<file path="src/rtl/dct_pkg.sv">
`default_nettype none
// ============================================================================
// Module      : dct_pkg
// Description : Shared types and constants for the 8x8 2D DCT datapath.
// Revision    : 1.0 - initial release
// ============================================================================
package dct_pkg;

  localparam int DCT_N          = 8;
  localparam int DCT_DATA_WIDTH = 32;

  typedef logic signed [DCT_DATA_WIDTH-1:0] dct_sample_t;
  typedef dct_sample_t [DCT_N-1:0]          dct_row_t;

  typedef enum logic [0:0] {
    ST_IDLE  = 1'b0,
    ST_DRAIN = 1'b1
  } tbuf_rd_state_e;

endpackage : dct_pkg
`default_nettype wire

</file>
<file path="src/rtl/dct_tbuf_bank.sv">
`default_nettype none
// ============================================================================
// Module      : dct_tbuf_bank
// Description : One NxN sample bank, written a row at a time, read a column.
// Revision    : 1.0 - initial release
// ============================================================================
module dct_tbuf_bank
  import dct_pkg::*;
#(
  parameter int DATA_WIDTH = DCT_DATA_WIDTH,
  parameter int N          = DCT_N
) (
  input  logic                         CLOCK,
  input  logic                         i_we,
  input  logic [2:0]                   i_row,
  input  logic signed [DATA_WIDTH-1:0] i_data [N],
  input  logic [2:0]                   i_col,
  output logic signed [DATA_WIDTH-1:0] o_data [N]
);

  // Contents are never reset; a block is always fully written before it is read.
  logic signed [DATA_WIDTH-1:0] r_mem [N][N];

  always_ff @(posedge CLOCK) begin
    if (i_we) begin
      for (int j = 0; j < N; j++) begin
        r_mem[i_row][j] <= i_data[j];
      end
    end
  end

  always_comb begin
    for (int i = 0; i < N; i++) begin
      o_data[i] = r_mem[i][i_col];
    end
  end

endmodule : dct_tbuf_bank
`default_nettype wire

</file>
<file path="src/rtl/dct_transpose_buffer.sv">
`default_nettype none
// ============================================================================
// Module      : dct_transpose_buffer
// Description : Ping-pong 8x8 row-in / column-out transpose between DCT passes.
// Revision    : 1.0 - initial release
// ============================================================================
module dct_transpose_buffer
  import dct_pkg::*;
#(
  parameter int DATA_WIDTH = DCT_DATA_WIDTH,
  parameter int N          = DCT_N
) (
  input  logic                         CLOCK,
  input  logic                         RESET,
  input  logic                         input_valid,
  input  logic signed [DATA_WIDTH-1:0] DATA [N],
  output logic                         output_valid,
  output logic signed [DATA_WIDTH-1:0] OUT_DATA [N],
  output logic [2:0]                   output_col,
  output logic                         output_last
);

  localparam logic [2:0] C_LAST_IDX = 3'd7;

  generate
    if (N != 8) begin : g_n_check
      $error("dct_transpose_buffer: only N == 8 is supported");
    end
  endgenerate

  logic [2:0]                   r_wr_row;
  logic                         r_wr_bank;
  logic                         w_launch;
  tbuf_rd_state_e               r_state;
  tbuf_rd_state_e               w_state_nxt;
  logic                         r_rd_bank;
  logic                         w_rd_bank_nxt;
  logic [2:0]                   r_rd_col;
  logic [2:0]                   w_rd_col_nxt;
  logic signed [DATA_WIDTH-1:0] w_bank_rd [2][N];
  logic signed [DATA_WIDTH-1:0] w_rd_data [N];
  logic                         r_out_valid;
  logic [2:0]                   r_out_col;
  logic                         r_out_last;
  logic signed [DATA_WIDTH-1:0] r_out_data [N];

  assign w_launch = input_valid && (r_wr_row == C_LAST_IDX);

  always_ff @(posedge CLOCK) begin
    if (RESET) begin
      r_wr_row  <= '0;
      r_wr_bank <= 1'b0;
    end else if (input_valid) begin
      r_wr_row <= r_wr_row + 3'd1;
      if (w_launch) begin
        r_wr_bank <= ~r_wr_bank;
      end
    end
  end

  generate
    for (genvar k = 0; k < 2; k++) begin : g_bank
      dct_tbuf_bank #(
        .DATA_WIDTH (DATA_WIDTH),
        .N          (N)
      ) u_bank (
        .CLOCK  (CLOCK),
        .i_we   (input_valid && (r_wr_bank == 1'(k))),
        .i_row  (r_wr_row),
        .i_data (DATA),
        .i_col  (r_rd_col),
        .o_data (w_bank_rd[k])
      );
    end
  endgenerate

  assign w_rd_data = r_rd_bank ? w_bank_rd[1] : w_bank_rd[0];

  always_ff @(posedge CLOCK) begin
    if (RESET) begin
      r_state   <= ST_IDLE;
      r_rd_bank <= 1'b0;
      r_rd_col  <= '0;
    end else begin
      r_state   <= w_state_nxt;
      r_rd_bank <= w_rd_bank_nxt;
      r_rd_col  <= w_rd_col_nxt;
    end
  end

  // A launch landing on column 7 re-arms the drain so blocks stream gap-free.
  always_comb begin
    w_state_nxt   = r_state;
    w_rd_bank_nxt = r_rd_bank;
    w_rd_col_nxt  = r_rd_col;
    case (r_state)
      ST_IDLE: begin
        if (w_launch) begin
          w_state_nxt   = ST_DRAIN;
          w_rd_bank_nxt = r_wr_bank;
          w_rd_col_nxt  = '0;
        end
      end
      ST_DRAIN: begin
        w_rd_col_nxt = r_rd_col + 3'd1;
        if (r_rd_col == C_LAST_IDX) begin
          if (w_launch) begin
            w_rd_bank_nxt = r_wr_bank;
          end else begin
            w_state_nxt = ST_IDLE;
          end
        end
      end
      default: begin
        w_state_nxt = ST_IDLE;
      end
    endcase
  end

  always_ff @(posedge CLOCK) begin
    if (RESET) begin
      r_out_valid <= 1'b0;
      r_out_col   <= '0;
      r_out_last  <= 1'b0;
      for (int i = 0; i < N; i++) begin
        r_out_data[i] <= '0;
      end
    end else begin
      r_out_valid <= (r_state == ST_DRAIN);
      r_out_col   <= (r_state == ST_DRAIN) ? r_rd_col : 3'd0;
      r_out_last  <= (r_state == ST_DRAIN) && (r_rd_col == C_LAST_IDX);
      if (r_state == ST_DRAIN) begin
        for (int i = 0; i < N; i++) begin
          r_out_data[i] <= w_rd_data[i];
        end
      end
    end
  end

  assign output_valid = r_out_valid;
  assign output_col   = r_out_col;
  assign output_last  = r_out_last;
  assign OUT_DATA     = r_out_data;

endmodule : dct_transpose_buffer
`default_nettype wire
</file>
<file path="config.mk">
export PLATFORM = sky130hd
export DESIGN_NAME = dct_transpose_buffer
export DESIGN_NICKNAME = d
export VERILOG_FILES = /design/src/rtl/dct_pkg.sv /design/src/rtl/dct_tbuf_bank.sv /design/src/rtl/dct_transpose_buffer.sv
export SDC_FILE = /design/constraint.sdc
export NUM_CORES = 2
export LEC_CHECK = 0
export ABC_AREA = 1
export CORE_MARGIN = 8
export CORE_UTILIZATION = 50
export DETAILED_ROUTE_END_ITERATION = 8
export PLACE_DENSITY = 0.7
export SYNTH_ARGS = -nofsm -noshare
export SYNTH_HDL_FRONTEND = slang
export SYNTH_SLANG_ARGS = --single-unit
export TNS_END_PERCENT = 10
</file>
<file path="constraint.sdc">
create_clock -name CLOCK -period 14.9 [get_ports CLOCK]
set_input_delay 1.49 -clock CLOCK [delete_from_list [all_inputs] [get_ports CLOCK]]
set_output_delay 1.49 -clock CLOCK [all_outputs]
set_load 0.005 [all_outputs]
</file>
==> results.md <==
* Core area at 345000 um2
* RSZ-0062 raised after global routing: no
* FILL cells at roughly 28000
* Setup violators final at 0
* CTS sink cnt at 4366
* Largest net degree at the start of global routing at approximately 280
* Most frequent cells in the layout: nand2_1, edfxtp_1, nand3_1, nor2_1, clkdlybuf4s50_1
* First-pass GRT wire length at 730 mm
* Worst-case clock buffer depth at 4
* Row count at ~220
* Worst Path Required at approximately 16 ns
* Period utilization at 0.357
* Dpl ws at around 9 ns
* # DRC at 0
* Reg area at about 130000 um2
* Synth Area per Inst at 11.7 um2
* Flop pwr share at 0.548
* Part of the Yosys area used for sequential elements at 0.742
* Worst Setup Start Kind: register
* LEAKAGE at 70.3 nW
* Final Wtd Congestion at between 0.7 and 0.8
* Vias at between 100k and 150k
* Critical Path AT at around 6.2 ns
* IO Port Bufs at 519
* H-tree Lvls at 5
* Commonest non-fill, non-tap cell in the layout: nand2_1
* Io pins at 520
* Max rail drop VDD at approximately 0.10 mV
* Violation count after the first detailed-route iteration at approximately 12000
* Total grt overflow at 0
* Fmax at roughly 0.19 GHz
* Post-CTS sizing at 0
* Hold/Removal Path Class: register to register
* Seq cells post-synth at between 4000 and 5000
* Avg WL per Cell at approximately 25 um
* Power per Cell Area at ~130 nW/um2
* Slew margin rel. at 0.194
* CTS tree: built
* Crit end category: register
* Run status: finished clean
* Share of cells above drive strength 1 at 0.0514
* Die Wd at ~600 um
* Initial Util at 0.501
* Syn Nets at around 15000
* Final Critical Period at ~5.3 ns
* Final worst slack at between 9 and 10 ns
* Hpwl dp at between 200 and 300 mm
* Combinational share of power at 0.024
* Mapped Cells at about 15000
* Hold buffers post-CTS at 0
* Number of global-route vias before repair at ~110k
* Root buffer cell: clkbuf_16
* Number of setup buffers added after CTS at 0
* Post-Syn Area at approximately 170000 um2
* Final hold vios at 0
* Final WL at between 500 and 600 mm
* Total track usage at 0.268
* Crit-path max FO at 281
* Nets at about 15000
* Critical Setup Path Class: register to register
* Worst slew pin tran at around 1.2 ns
* DRT Pass-1 Iters at 6
* Worst skew pair latency at between 0.9 and 1 ns
* Initial antenna violation count at between 60 and 70
* Slew Viols, Final at 0
* Worst-path clk slew at about 0.060 ns
* Vias per inst at roughly 5.7
* Die Y at roughly 600 um
* Clock power share at 0.428
* Worst-case clock skew at about 0.076 ns
* Antenna viol nets, final at 0
* Distinct cells, synth at 23
* Net Sw Frac at 0.206
* Die area at approximately 370000 um2
* Max cap viols at 0
* Area Overhead vs Synth at 12.7%
* CTS Buf Count at between 400 and 500
* Yosys warning count at 0
* Area of the multi-input gates at 39200 um2
* Int Pwr at a little under 20 mW
* P_sw at roughly 5 mW
* Setup TNS at 0 ns
sequential cells by signal, summed over array words and instances, names as in the netlist:
register	cells
g_bank.u_bank.r_mem	4096
OUT_DATA	256
output_col	3
r_rd_col	3
r_wr_row	3
output_last	1
output_valid	1
r_rd_bank	1
r_state	1
r_wr_bank	1
metal layers:
layer	up-vias	global-route usage	wire length (um)
li1	51800	-	-
met1	55600	0.323	182000
met2	5063	0.457	249000
met3	1087	0.0323	34900
met4	18	0.171	35700
met5	-	0	115
path summary, 6_finish.rpt:
kind / from / end / slack [ns] / cells past startpoint
max: r_rd_col[0]$_SDFFE_PP0P_ / OUT_DATA[145]$_SDFFE_PP0P_ / 9.59 / 12
min: r_wr_bank$_SDFFE_PP0P_ / r_rd_bank$_SDFFE_PP0P_ / 0.55 / 2
max reg2reg: r_rd_col[0]$_SDFFE_PP0P_ / OUT_DATA[145]$_SDFFE_PP0P_ / 9.59 / 12
min reg2reg: r_wr_bank$_SDFFE_PP0P_ / r_rd_bank$_SDFFE_PP0P_ / 0.55 / 2
cell type report:
cell class | instances | share of cell area
Clock buffer | 617 | 0.0622
Timing Repair Buffer | 683 | 0.0344
Inverter | 269 | 0.00547
Tap cell | 4578 | 0.0294
Antenna cell | 32 | 0.000411
Clock inverter | 193 | 0.00873
Sequential cell | 4366 | 0.659
Multi-Input combinational cell | 9275 | 0.201
stage by stage:
step	hold slack (ns)	std cells	utilization	cell area, um2	total power, mW
CTS	0.546	20000	0.564	195000	24.9
floorplan	0.502	14900	-	173000	14.1
global route	0.580	20000	0.565	195000	25.4
detailed placement	0.539	19200	0.524	181000	14.5
finish	0.550	20000	0.565	195000	24.8
global placement	0.532	19200	0.524	181000	14.5
kinds of logic (layout without fill, tap and decap cells):
family | Yosys count | in the layout | synth area share
other cells | 0 | 32 | 0
simple gates | 9261 | 9261 | 0.225
xor+xnor | 1 | 1 | 0.0000506
fa+ha+maj | 4 | 4 | 0.000289
buf+inv | 1209 | 1762 | 0.0325
compound gates | 9 | 9 | 0.000304
flops | 4366 | 4366 | 0.742
synth_stat cells:
master	n	area, um2
a211oi_1	3	22.5
a21oi_1	3	15.0
buf_1	78	293
buf_12	1	20.0
buf_2	477	2390
buf_4	92	691
buf_6	11	124
buf_8	3	45.0
clkbuf_1	278	1040
clkinv_1	1	3.75
dfxtp_1	270	5410
edfxtp_1	4096	123000
ha_1	4	50.1
inv_1	265	995
inv_2	1	3.75
inv_4	1	6.26
inv_6	1	8.76
nand2_1	5386	20200
nand3_1	3336	16700
nor2_1	538	2020
o21ai_0	3	15.0
or2_2	1	6.26
xor2_1	1	8.76
critical path, cell delays in order (launching register included):
cell       delay (ns)
dfxtp_4          0.62
clkinv_16        0.55
buf_4            0.87
buf_4            0.88
buf_4            0.89
nand2_1          0.10
nand3_1          0.10
nand3_1          0.09
nand2_1          0.10
nand2_1          0.06
nand3_1          0.27
nand2_1          0.08
inv_1            0.05
power groups by stage:
stage / sequential, mW / combinational, mW / clock (mW)
after floorplan: 13.9 / 0.178 / 0
after global placement: 13.9 / 0.592 / 0
after detailed placement: 13.9 / 0.599 / 0
after CTS: 13.6 / 0.602 / 10.7
after global routing: 13.6 / 0.635 / 11.2
final: 13.6 / 0.597 / 10.6
Note: power is estimated with default switching activity, not from simulation.
